===== src/rtl/fetch_sequencer.sv =====
// Fetch-stage control for the 16-bit MIPS core: drives PC mux, redirect
// address, PC/program-memory stalls and IF/ID flush from pipeline events.
module fetch_sequencer #(
   parameter int ADDR_WIDTH = 16,
   parameter int MC_CNT_WIDTH = 4,
   parameter logic [ADDR_WIDTH-1:0] RESET_VECTOR = '0
) (
   input  logic                    clk,
   input  logic                    reset,
   input  logic                    jump_req,
   input  logic [ADDR_WIDTH-1:0]   jump_target,
   input  logic                    load_use_hazard,
   input  logic                    mc_start,
   input  logic [MC_CNT_WIDTH-1:0] mc_cycles,
   input  logic                    halt_req,
   input  logic                    resume,
   output logic                    pc_mux_sel,
   output logic [ADDR_WIDTH-1:0]   jmp_loc,
   output logic                    stall,
   output logic                    stall_pm,
   output logic                    flush,
   output logic                    busy,
   output logic [15:0]             stall_count
);

   typedef enum logic [2:0] {
      BOOT, RUN, FLUSH, BUBBLE, MULTI, HALT
   } state_t;

   state_t                  state, state_nx;
   logic [MC_CNT_WIDTH-1:0] cnt, cnt_nx;
   logic [ADDR_WIDTH-1:0]   jmp_nx;
   logic                    mc_ok;

   // A zero-length multi-cycle op falls through to the next request.
   assign mc_ok = mc_start && (mc_cycles != '0);

   always_ff @(posedge clk) begin
      if (reset) begin
         state   <= BOOT;
         cnt     <= '0;
         jmp_loc <= RESET_VECTOR;
      end else begin
         state   <= state_nx;
         cnt     <= cnt_nx;
         jmp_loc <= jmp_nx;
      end
   end

   always_comb begin
      state_nx = state;
      cnt_nx   = cnt;
      jmp_nx   = jmp_loc;
      unique case (state)
         BOOT:   state_nx = RUN;
         RUN: begin
            if (halt_req) begin
               state_nx = HALT;
            end else if (jump_req) begin
               state_nx = FLUSH;
               jmp_nx   = jump_target;
            end else if (mc_ok) begin
               state_nx = MULTI;
               cnt_nx   = mc_cycles;
            end else if (load_use_hazard) begin
               state_nx = BUBBLE;
            end
         end
         FLUSH:  state_nx = RUN;
         BUBBLE: state_nx = RUN;
         MULTI: begin
            cnt_nx = cnt - 1'b1;
            if (cnt == MC_CNT_WIDTH'(1)) state_nx = RUN;
         end
         HALT:   if (resume) state_nx = RUN;
         default: state_nx = BOOT;
      endcase
   end

   // Outputs decode straight from the state register, so they are glitch-free.
   assign pc_mux_sel = (state == BOOT) || (state == FLUSH);
   assign flush      = (state == BOOT) || (state == FLUSH) || (state == HALT);
   assign stall      = (state == BUBBLE) || (state == MULTI) || (state == HALT);
   assign stall_pm   = (state == BUBBLE) || (state == MULTI);
   assign busy       = (state != RUN);

   always_ff @(posedge clk) begin
      if (reset) begin
         stall_count <= '0;
      end else if (stall && (stall_count != 16'hFFFF)) begin
         stall_count <= stall_count + 16'd1;
      end
   end

endmodule


===== config.mk =====
export PLATFORM = sky130hd
export DESIGN_NAME = fetch_sequencer
export DESIGN_NICKNAME = d
export VERILOG_FILES = /design/src/rtl/fetch_sequencer.sv
export SDC_FILE = /design/constraint.sdc
export NUM_CORES = 1
export LEC_CHECK = 0
export CELL_PAD_IN_SITES_DETAIL_PLACEMENT = 0
export CELL_PAD_IN_SITES_GLOBAL_PLACEMENT = 1
export CORE_MARGIN = 2
export CORE_UTILIZATION = 29
export CTS_CLUSTER_SIZE = 30
export DETAILED_ROUTE_END_ITERATION = 10
export GPL_ROUTABILITY_DRIVEN = 0
export GPL_TIMING_DRIVEN = 0
export PLACE_DENSITY = 0.72
export SYNTH_ARGS = -nofsm -noshare
export SYNTH_HDL_FRONTEND = slang
export SYNTH_SLANG_ARGS = --single-unit
export TNS_END_PERCENT = 100

===== constraint.sdc =====
create_clock -name clk -period 1.75 [get_ports clk]
set_input_delay 0.35 -clock clk [delete_from_list [all_inputs] [get_ports clk]]
set_output_delay 0.35 -clock clk [all_outputs]
set_load 0.02 [all_outputs]

* Yosys cells after proc, flatten, opt, wreduce, memory -nomap -nowiden
Index checks and enable logic that the tools add are counted.
Widths: inputs -> output; s select.
** Storage, ports and cells
- Bits in registers :: 39
- Latch bits :: 0
- Bits in read-only memories :: 0
- Word-level logic and storage cells :: 45
- RAM bits :: 0
- Memories :: 0
** Cells by class
- Add/subtract/negate cells :: 2
- Order comparisons :: 0
- Bitwise gates (word level) :: 1
- Shift-type cells :: 0
- Multiply operators :: 0
- Reduce and logical (&&, ||, !) cells :: 13
- Multiplexer cells :: 11
- Divide/modulo/power cells :: 0
- Eq/ne operators :: 14
** Operators by type and width (number)
- $mux 3 :: 6
- $add 16x1->16 const B :: 1
- $ne 16x16->1 const B :: 1
- $mux 4 :: 3
- $pmux 3 s4 :: 1
- $ne 2x2->1 const B :: 5
- $pmux 4 s2 :: 1
- $eq 3x2->1 const B :: 2
- $eq 3x3->1 const B :: 2
- $reduce_and 3->1 :: 2
- $ne 5x5->1 const B :: 1
- $eq 4x1->1 const B :: 1
- $logic_or 1x1->1 :: 4
- $reduce_and 4->1 :: 1
- $reduce_bool 4->1 :: 1
- $sub 4x1->4 const B :: 1
- $eq 3x1->1 const B :: 1
- $logic_not 3->1 :: 1
- $ne 3x1->1 const B :: 1
- $reduce_or 3->1 :: 1
- $logic_and 1x1->1 :: 2
- $reduce_bool 2->1 :: 1
- $not 1->1 :: 1

* Depth between registers and ports, before layout
- Depth after elaboration :: 6
- Depth in mapped cells :: 6
- Depth with buffers taken out :: 5

* Worst setup path after synthesis
No wires, ideal clock.
- Path kind :: register to register
- Start point :: register stall_count[0]
- End point :: register stall_count[0]
- Stages on the path, launching flop included :: 6
- Clock period less this slack :: 1.989 ns
- Setup slack :: -0.239 ns
- Path buffers :: 0
- Arrival :: 1.868 ns
- Setup time :: 0.121 ns
- Path through :: dfxtp_1 ha_1 inv_1 nor4_2 a21oi_1 mux2_2
** On the way
- Cells in the longest elaborated chain, start to end :: 2
- Elaborated cells between the ends (all ways) :: 3
** RTL lines
- start: declaration :: RTL line 23 : output logic [15:0] stall_count
- start signal: assignment :: RTL line 91 : stall_count <= stall_count + 16'd1;
- branches (longest 2 deep; another with $add 16x1->16)
Parallel ways; which one is timed is not known.
A chain may end at the register's enable or synchronous reset.

* Worst setup path in the final report
- Start point :: register state[1]
- End point :: output port stall_pm
** On the way
- Cells in the longest elaborated chain, start to end :: 2
- Elaborated cells between the ends (all ways) :: 3
** RTL lines
- start: declaration :: RTL line 30 : state_t state, state_nx;
- start signal: assignment :: RTL line 44 : state <= state_nx;
- $eq 3x2->1 / $eq 3x3->1 (equally long branches) :: RTL line 84 : assign stall_pm = (state == BUBBLE) || (state == MULTI);
- $logic_or 1x1->1 * :: RTL line 84
- end: declaration :: RTL line 20 : output logic stall_pm,
Mark *: on every way between the ends. The rest lies on a longest branch, timed or not.

==> flow_metrics.tcl <==
set metrics [dict create \
    area_growth_pct 59.2 \
    violations "setup timing" \
    dp_slack_ns -0.431 \
    min_from "jmp_loc[8]" \
    met3_usage_pct 3.74 \
    placedCellCount 375 \
    yosysTopAreaCellShare_pct 41.4 \
    synthesis.area_sq_um 1890 \
    async_flop_share_pct 0 \
    layout_commonest_cell "clkdlybuf4s50_1" \
    portBuffers 63 \
    slew_headroom_pct 64.3 \
    avgViaCountPerCell 5.18 \
    crit_required_ns 1.40 \
    firstDrtPassIters 4 \
    busiest_layer "met2" \
    syn_nets 265 \
    cp-end-kind "primary output" \
    ys_ff_latch 39 \
    fin_util_pct 47.6 \
    fmax_mhz 569 \
    ys.flop_type "dfxtp_1" \
    grt_pass1_wl_um 8910 \
    final_cells 394 \
    die-area_sq_um 7170 \
    hold-worst-slack_ns 0.453 \
    nNetsFinal 346 \
    n_antenna_cell 0 \
    hpwl_um 3850 \
    p_sw_uw 597 \
    yosysWarnings 0 \
    finalInstanceArea_sq_um 3010 \
    synthCells 235 \
    ant_nets 0 \
    clock_skew_ns 0.00457 \
    drv_slew 0 \
    synthTopCellsByArea "dfxtp_1 (41%), nand2_1 (8.5%), a21oi_1 (8.2%)" \
    setup_ws_ns -0.00840 \
    cts.hold.buffers_added 0 \
    power.internal_uw 1640 \
    max-clock-path-buffers 2 \
    ir_drop_uv 362 \
    seq_area_sq_um 806 \
    clk_latency_ns 0.30 \
    synth-compound-area-share_pct 24.5 \
    status "finished, violations left" \
    power_leakage_uw 0.00116 \
    swShare_pct 26.6 \
    dieHeight_um 84.7 \
    synth_edf_count 0 \
    rsz0062_at_grt "true" \
    grt_overflow 0 \
    hold_path.class "reg -> reg" \
    drtIter0Drc 105 \
    layout-drive-gt1-share_pct 19.2 \
    reg2reg_to "stall_count[13]" \
    synth_fa_ha_area_share_pct 1.99 \
    nFillCells 664 \
    worstRegToRegCells 6 \
    mostFrequentLayoutCells "clkdlybuf4s50_1 (51), nand2_1 (42), dfxtp_1 (31)" \
    grt.total_usage_pct 15.3 \
    seq_power_share_pct 42.7 \
    initial_core_util_pct 29.9 \
    synth_area_leader_cell "dfxtp_1" \
    htreeDepth 2 \
    tightest_slew_ns 0.535 \
    syn_avg_cell_area_sq_um 8.03 \
    drt-wirelength-per-cell_um 14.5 \
    synth-xor-area-share_pct 0 \
    holdPathStages 2 \
    critPathMaxFanout 8 \
    multiInputGateArea_sq_um 1160 \
    final.min_clock_period_ns 1.76 \
    clkTransAtPathRegs_ns 0.08 \
    setup_violations 1 \
    grt_max_degree 13 \
    wl_um 5720 \
    cts_tree "yes" \
    use_met2_pct 25.1 \
    min_period_over_period_pct 100 \
    power.clock.fraction_pct 38.1 \
    hold_end "jmp_loc[8]" \
    antenna_found_initial 0 \
    r2r-start "state[2]" \
    synth_top_family_by_area "simple AND/OR/NAND/NOR gates" \
    ioPinCount 64 \
    grt_pass1_vias 1882 \
    synthSimpleGateAreaFrac_pct 27.3 \
    gr-usage-met1_pct 19.8 \
    arrival_ns 1.41 \
    synthMuxAreaShare_pct 1.13 \
    core_sq_um 6310 \
    hold_violations 0 \
    worstSetupStartpointType "flop" \
    reg2reg_setup_slack_ns 0.03 \
    cap_viol_max_count 0 \
    vias 2040 \
    rows 29 \
    clock-sinks 39 \
    ys_seq_area_share_pct 41.4 \
    ys_types 49 \
    chipWidth_um 84.7 \
    comb_power_share_pct 19.1 \
    cts_buffers 5 \
    critical_path_class "reg -> out" \
    placed_area_sq_um 2650 \
    power_density_nw_per_um2 745 \
    cts-root-buf "clkbuf_8" \
    route.detailed.drc 0 \
]
-- area by class of cell --
class | count | share of cell area, %
Timing Repair Buffer | 77 | 24.7
Clock buffer | 7 | 3.25
Sequential cell | 39 | 26.8
Multi-Input combinational cell | 178 | 38.5
Clock inverter | 1 | 0.999
Inverter | 8 | 0.999
Buffer | 7 | 1.58
Tap cell | 77 | 3.21
-- cells in the mapped netlist (2+ instances only) --
library cell and number:
nand2_1 43, dfxtp_1 39, a21oi_1 31, nor2_1 15
o31ai_1 9, clkbuf_1 8, inv_1 8, nand3_1 7
or4_1 7, o21ai_0 6, nor3_1 5, and3_1 4
a211oi_1 3, ha_1 3, nand4_1 3, nor2b_1 3
o311ai_0 3, o41ai_1 3, a2111oi_0 2, buf_2 2
nor4_1 2, o211ai_1 2
-- sequential cells by signal, indices dropped and copies added, names as in the netlist --
name         count
state            3
cnt              4
jmp_loc         16
stall_count     16
-- per-layer routing --
layer / vias up / share of wire [%] / routed length [um]
met5: - / 0 / 0
met4: 0 / 1.2 / 69
met3: 9 / 4.0 / 228
met2: 44 / 49 / 2820
met1: 953 / 46 / 2600
li1: 1034 / - / -
-- cell families after synthesis --
| family | after synthesis |
|---|---|
| adder cells (fa/ha/maj) | 3 |
| flip-flops | 39 |
| multiplexers | 2 |
| AO/OA/AOI/OAI | 71 |
| AND/OR/NAND/NOR | 102 |
| buffers and inverters | 18 |
-- worst max-delay path, cell delays in order (launching register included) --
cell and delay [ns]:
dfxtp_4 0.39, or3b_4 0.42, buf_6 0.15, nand2_4 0.05, buf_6 0.11
-- what timing repair did --
action | in CTS | in global routing
endpoints found under the setup margin | 30 | 28
pin swaps | 7 | 6
resized for setup | 32 | 33
setup buffers | 9 | 5
-- power by group through the flow --
stage / combinational, uW / sequential (uW) / clock [uW]
after global placement: 386 / 980 / 0
final: 429 / 957 / 854
after detailed placement: 385 / 979 / 0
after floorplan: 183 / 995 / 0
after global routing: 467 / 964 / 900
after CTS: 407 / 958 / 867
-- through the flow --
stage / total power, uW / TNS [ns]
5_1_grt: 2330 / -0.134
2_1_floorplan: 1180 / 0
4_1_cts: 2230 / -0.223
3_5_place_dp: 1360 / -9.78
6_report: 2240 / -0.00840
3_3_place_gp: 1370 / -9.11
-- how the worst max path moves through the flow --
stage | startpoint | endpoint | slack (ns)
CTS | state[1] | stall_pm | -0.06
floorplan | stall_count[0] | stall_count[14] | 0.009
detailed placement | state[2] | stall_pm | -0.43
global placement | state[2] | stall_pm | -0.46
global route | state[2] | stall | -0.04
finish | state[1] | stall_pm | -0.008
Power figures use the tool's default switching activity.
